$ cat config.mk
export PLATFORM = sky130hd
export DESIGN_NAME = deep_loop_seq_engine
export DESIGN_NICKNAME = d
export VERILOG_FILES = /design/src/rtl/deep_loop_seq_engine.sv
export SDC_FILE = /design/constraint.sdc
export NUM_CORES = 1
export LEC_CHECK = 0
export BUFFER_PORTS_ARGS = -buffer_cell sky130_fd_sc_hd__buf_2
export CORE_ASPECT_RATIO = 0.8
export CORE_UTILIZATION = 35
export DETAILED_ROUTE_END_ITERATION = 6
export SYNTH_ARGS = -nofsm -noshare
export SYNTH_HDL_FRONTEND = slang
export SYNTH_SLANG_ARGS = --single-unit
$ cat constraint.sdc
create_clock -name clk -period 2.6 [get_ports clk]
set_input_delay 0.26 -clock clk [delete_from_list [all_inputs] [get_ports clk]]
set_output_delay 0.26 -clock clk [all_outputs]
set_load 0.01 [all_outputs]
$ cat src/rtl/deep_loop_seq_engine.sv
// ---------------------------------------------------------------------------
// deep_loop_seq_engine
//
// Multi-cycle reference for the combinational bounded-loop accumulators.
// A start request in IDLE latches the operand and the loop controls. The
// engine then runs one loop iteration per clock on those latched copies.
// The loop exits normally, or through break_at. The final accumulator,
// the exit reason and the exit index are registered, and they are held
// until the next run completes.
//
// Ports
//   clk               rising-edge clock
//   rst               synchronous, active-high reset
//   dlse_start        start request, only looked at in IDLE
//   dlse_data_in      loop operand (DATA_W)
//   dlse_limit        iteration bound; iterations 0..limit-1 (IDX_W)
//   dlse_break_at     index at which the loop breaks (IDX_W)
//   dlse_continue_at  index at which the loop adds limit and skips (IDX_W)
//   dlse_busy         high in RUN and DONE
//   dlse_done         one-cycle pulse; the result outputs are valid here
//   dlse_sum_out      final accumulator value (DATA_W)
//   dlse_broke        last run left through the break path
//   dlse_last_iter    loop index at exit (IDX_W)
//
// DATA_W must be >= IDX_W because limit is zero-extended into the
// accumulator. IDX_W must be >= 2 because the index's low two bits select
// the operation.
// ---------------------------------------------------------------------------
module deep_loop_seq_engine #(
    parameter int DATA_W = 8,
    parameter int IDX_W  = 4
) (
    input  logic              clk,
    input  logic              rst,
    input  logic              dlse_start,
    input  logic [DATA_W-1:0] dlse_data_in,
    input  logic [IDX_W-1:0]  dlse_limit,
    input  logic [IDX_W-1:0]  dlse_break_at,
    input  logic [IDX_W-1:0]  dlse_continue_at,
    output logic              dlse_busy,
    output logic              dlse_done,
    output logic [DATA_W-1:0] dlse_sum_out,
    output logic              dlse_broke,
    output logic [IDX_W-1:0]  dlse_last_iter
);

    typedef enum logic [1:0] {
        S_IDLE = 2'd0,
        S_RUN  = 2'd1,
        S_DONE = 2'd2
    } state_t;

    state_t            state_q, state_d;

    // Operands latched at start; the loop never looks at the live inputs.
    logic [DATA_W-1:0] data_q,  data_d;
    logic [IDX_W-1:0]  limit_q, limit_d;
    logic [IDX_W-1:0]  brk_q,   brk_d;
    logic [IDX_W-1:0]  cont_q,  cont_d;

    // Loop state
    logic [DATA_W-1:0] acc_q,   acc_d;
    logic [IDX_W-1:0]  idx_q,   idx_d;

    // Held result
    logic [DATA_W-1:0] sum_q,   sum_d;
    logic              broke_q, broke_d;
    logic [IDX_W-1:0]  last_q,  last_d;

    // Zero-extended limit, used by the continue path.
    logic [DATA_W-1:0] limit_ext;
    // Result of the index-selected operation for the current iteration.
    logic [DATA_W-1:0] op_res;

    // -----------------------------------------------------------------------
    // State register
    // -----------------------------------------------------------------------
    always_ff @(posedge clk) begin
        if (rst) begin
            state_q <= S_IDLE;
            data_q  <= '0;
            limit_q <= '0;
            brk_q   <= '0;
            cont_q  <= '0;
            acc_q   <= '0;
            idx_q   <= '0;
            sum_q   <= '0;
            broke_q <= 1'b0;
            last_q  <= '0;
        end else begin
            state_q <= state_d;
            data_q  <= data_d;
            limit_q <= limit_d;
            brk_q   <= brk_d;
            cont_q  <= cont_d;
            acc_q   <= acc_d;
            idx_q   <= idx_d;
            sum_q   <= sum_d;
            broke_q <= broke_d;
            last_q  <= last_d;
        end
    end

    // -----------------------------------------------------------------------
    // Per-iteration datapath
    // -----------------------------------------------------------------------
    always_comb begin
        limit_ext              = '0;
        limit_ext[IDX_W-1:0]   = limit_q;

        op_res = acc_q;
        unique case (idx_q[1:0])
            2'b00:   op_res = acc_q + data_q;   // carry discarded
            2'b01:   op_res = acc_q ^ data_q;
            2'b10:   op_res = acc_q & data_q;
            default: op_res = acc_q | data_q;
        endcase
    end

    // -----------------------------------------------------------------------
    // Next-state and loop control
    // -----------------------------------------------------------------------
    always_comb begin
        state_d = state_q;
        data_d  = data_q;
        limit_d = limit_q;
        brk_d   = brk_q;
        cont_d  = cont_q;
        acc_d   = acc_q;
        idx_d   = idx_q;
        sum_d   = sum_q;
        broke_d = broke_q;
        last_d  = last_q;

        unique case (state_q)
            S_IDLE: begin
                if (dlse_start) begin
                    data_d  = dlse_data_in;
                    limit_d = dlse_limit;
                    brk_d   = dlse_break_at;
                    cont_d  = dlse_continue_at;
                    acc_d   = '0;
                    idx_d   = '0;
                    state_d = S_RUN;
                end
            end

            S_RUN: begin
                // The bound test comes first, so a break or continue
                // index >= limit can never be reached. The break test
                // comes before the continue test, so break wins when the
                // two indices are equal.
                if (idx_q >= limit_q) begin
                    sum_d   = acc_q;
                    broke_d = 1'b0;
                    last_d  = idx_q;
                    state_d = S_DONE;
                end else if (idx_q == brk_q) begin
                    acc_d   = acc_q | data_q;
                    sum_d   = acc_q | data_q;
                    broke_d = 1'b1;
                    last_d  = idx_q;
                    state_d = S_DONE;
                end else if (idx_q == cont_q) begin
                    acc_d   = acc_q + limit_ext;
                    idx_d   = idx_q + 1'b1;
                end else begin
                    acc_d   = op_res;
                    // idx_q < limit_q here, so the increment cannot wrap.
                    idx_d   = idx_q + 1'b1;
                end
            end

            S_DONE: begin
                state_d = S_IDLE;
            end

            default: begin
                state_d = S_IDLE;
            end
        endcase
    end

    // -----------------------------------------------------------------------
    // Outputs
    // -----------------------------------------------------------------------
    assign dlse_busy      = (state_q == S_RUN) || (state_q == S_DONE);
    assign dlse_done      = (state_q == S_DONE);
    assign dlse_sum_out   = sum_q;
    assign dlse_broke     = broke_q;
    assign dlse_last_iter = last_q;

endmodule

==> impl_metrics.env <==
export IMPL_antenna_cells=0
export IMPL_stdcell_count=551
export IMPL_syn_instance_count=401
export IMPL_grt_pass1_wl_um=13700
export IMPL_detail_route_antenna_nets=0
export IMPL_finalNetCount=496
export IMPL_io_pin_count=38
export IMPL_status="complete, no violations"
export IMPL_worstPathMaxFanout=7
export IMPL_core_mm2=0.00867
export IMPL_grt_max_degree=23
export IMPL_power_density_mw_per_mm2=556
export IMPL_grt_antenna_before_repair=0
export IMPL_cts_setup_buffers=0
export IMPL_holdBufCountCts=0
export IMPL_yosysUniqueCellTypes=56
export IMPL_dp_hpwl_um=6350
export IMPL_cts_tree="yes"
export IMPL_fin_crit_sh=0.897
export IMPL_synth_area_leader_cell="dfxtp_1"
export IMPL_grt_ovfl_total=0
export IMPL_start_kind="register"
export IMPL_p_leak_nw=1.53
export IMPL_cts_clk_slew_worst_paths_ns=0.06
export IMPL_synthTopCellsByArea="dfxtp_1 29%, ha_1 13%, nand2_1 9.3%, a21oi_1 8.0%, inv_1 3.5%"
export IMPL_netlist_area_mm2=0.00319
export IMPL_critPathSlowestCell="dfxtp_1"
export IMPL_slew_headroom=0.664
export IMPL_ys_warn_count=0
export IMPL_swShare=0.339
export IMPL_holdWs_ns=0.200
export IMPL_tightest_slew_ns=0.504
export IMPL_layout_common_cells="79 x nand2_1, 51 x a21oi_1, 47 x dfxtp_1"
export IMPL_drtIter0Drc=179
export IMPL_path_cells="inv_1 -> ha_1 -> a211oi_1 -> o21ai_0 -> o31ai_1 -> xnor2_1 -> a211oi_1 -> nor3_2"
export IMPL_htreeDepth=2
export IMPL_drv_cap=0
export IMPL_max_freq_mhz=429
export IMPL_power_frac_clock=0.306
export IMPL_post_route_util=0.421
export IMPL_tns_ns=0
export IMPL_synth_seq_cells=47
export IMPL_dpl_cell_area_mm2=0.00351
export IMPL_endpoint_kind="register"
export IMPL_viasPerCell=5.33
export IMPL_clock_sinks=47
export IMPL_finalSetupViolCount=0
export IMPL_num_rows=30
export IMPL_cpMostUsedCell="a211oi_1"
export IMPL_final_fill_count=881
export IMPL_synth_edff_count=0
export IMPL_synth_async_sr_flop_share=0
export IMPL_seq_power_share=0.398
export IMPL_p_comb_frac=0.295
export IMPL_avgSynthCellArea_um2=7.96
export IMPL_clk_path_buf_depth=2
export IMPL_area_growth_pct=14.5
export IMPL_arrival_ns=2.51
export IMPL_port_buffers=37
export IMPL_fin_crit_ns=2.33
export IMPL_routed_wirelength_um=8540
export IMPL_ir_drop_mv=0.277
export IMPL_synth_seq_area_share=0.295
export IMPL_slew_viol_final=0
export IMPL_critical_path_class="reg2reg"
export IMPL_cts_made_buffers=5
export IMPL_vias=2935
export IMPL_final_common_cell="nand2_1"
export IMPL_start_util=0.368
export IMPL_switchingPower_mw=0.689
export IMPL_clock_root_buffer="clkbuf_16"
export IMPL_min_path_type="in2reg"
export IMPL_rsz0062_at_grt="false"
export IMPL_fin_area_mm2=0.00365
export IMPL_die_area_mm2=0.00951
export IMPL_yosysTopAreaCellShare=0.295
export IMPL_drive_above_1_share=0.164
export IMPL_cp_required_ns=2.78
export IMPL_synth_flop_cell="dfxtp_1"
export IMPL_wl_per_cell_um=15.5
export IMPL_grt_pass1_vias=2715
export IMPL_synth_fp_nets=458
export IMPL_die_w_um=109
export IMPL_chipHeight_um=87.4
export IMPL_p_int_mw=1.34
export IMPL_grtUsageTotal=0.188
export IMPL_gp_congestion=0.835
export IMPL_slowest_delay_ns=0.51
export IMPL_drt_first_pass_iters=6
export IMPL_cts_repair_resized=0
export IMPL_insertion_delay_ns=0.29
export IMPL_drc=0
export IMPL_final_hold_viol_count=0
export IMPL_finClkSkew_ns=0.00590
export IMPL_placed_cells=544
## logic make-up (layout without fill, tap and decap cells)
kind of cell | Yosys count | after routing | synth area share
XOR/XNOR | 14 | 14 | 0.0478
AO/OA/AOI/OAI | 130 | 130 | 0.266
buffers and inverters | 51 | 89 | 0.0713
multiplexers | 1 | 1 | 0.00314
flip-flops | 47 | 47 | 0.295
adder cells (fa/ha/maj) | 34 | 34 | 0.138
AND/OR/NAND/NOR | 124 | 124 | 0.179
## cells in the mapped netlist (all sizes together) (3+ instances only)
| cell type | instances |
|---|---|
| o211ai | 10 |
| nand4 | 4 |
| nor3 | 5 |
| ha | 32 |
| a211oi | 6 |
| a21o | 7 |
| a21oi | 52 |
| nand2 | 79 |
| nor2 | 16 |
| dfxtp | 47 |
| a22oi | 7 |
| buf | 9 |
| xnor2 | 13 |
| a211o | 3 |
| inv | 30 |
| nand3 | 6 |
| o21ai | 22 |
| clkbuf | 12 |
## worst max-delay path: cells and delay by family, from the launching register on
kind	cells	cell delay (ns)
AO/OA/AOI/OAI	4	1.13
flip-flops	1	0.51
adder cells (fa/ha/maj)	1	0.32
XOR/XNOR	1	0.11
buffers and inverters	1	0.08
AND/OR/NAND/NOR	1	0.06
## cell type report
type                       instances  area (um2)  area share
clock buffer                       5         125      0.0342
multi-input combinational        303        2020       0.554
clock inverter                     2        13.8     0.00377
inverter                          30         113      0.0308
sequential                        47         941       0.258
timing repair buffer              52         298      0.0815
tap                              112         140      0.0384
## flip-flops by register name, indices dropped and copies added (netlist names)
name and cells:
data_q 8, acc_q 8, state_q 2, cont_q 4
dlse_broke 1, idx_q 4, brk_q 4, dlse_sum_out 8
limit_q 4, dlse_last_iter 4
## stage by stage
stage | setup slack (ns) | power [mW]
after floorplan | 0.638 | 1.25
after global routing | 0.0702 | 2.15
after detailed placement | 0.298 | 1.42
after global placement | 0.309 | 1.41
after CTS | 0.268 | 2.05
final | 0.268 | 2.03
## layer usage
metal	vias to the layer above	share of wire	wire (um)	global-route usage
li1	1485	-	-	-
met1	1350	0.51	4380	0.270
met2	93	0.42	3570	0.286
met3	7	0.061	524	0.0352
met4	0	0.0076	65	0.0541
met5	-	0	0	0
## final timing paths
kind                                        from         endpoint  slack [ns]  depth (start not counted)
worst max-delay path                    acc_q[1]         acc_q[7]        0.27                          8
worst min-delay path            dlse_break_at[2]         brk_q[2]        0.20                          3
worst max register to register          acc_q[1]         acc_q[7]        0.27                          8
worst min register to register   dlse_sum_out[0]  dlse_sum_out[0]        0.45                          2
## power groups by stage
stage | combinational, mW | clock, mW | sequential, mW
6_report | 0.600 | 0.623 | 0.810
4_1_cts | 0.596 | 0.647 | 0.810
5_1_grt | 0.668 | 0.667 | 0.816
3_3_place_gp | 0.590 | 0 | 0.825
3_5_place_dp | 0.595 | 0 | 0.826
2_1_floorplan | 0.428 | 0 | 0.819
Power figures use the tool's default switching activity.
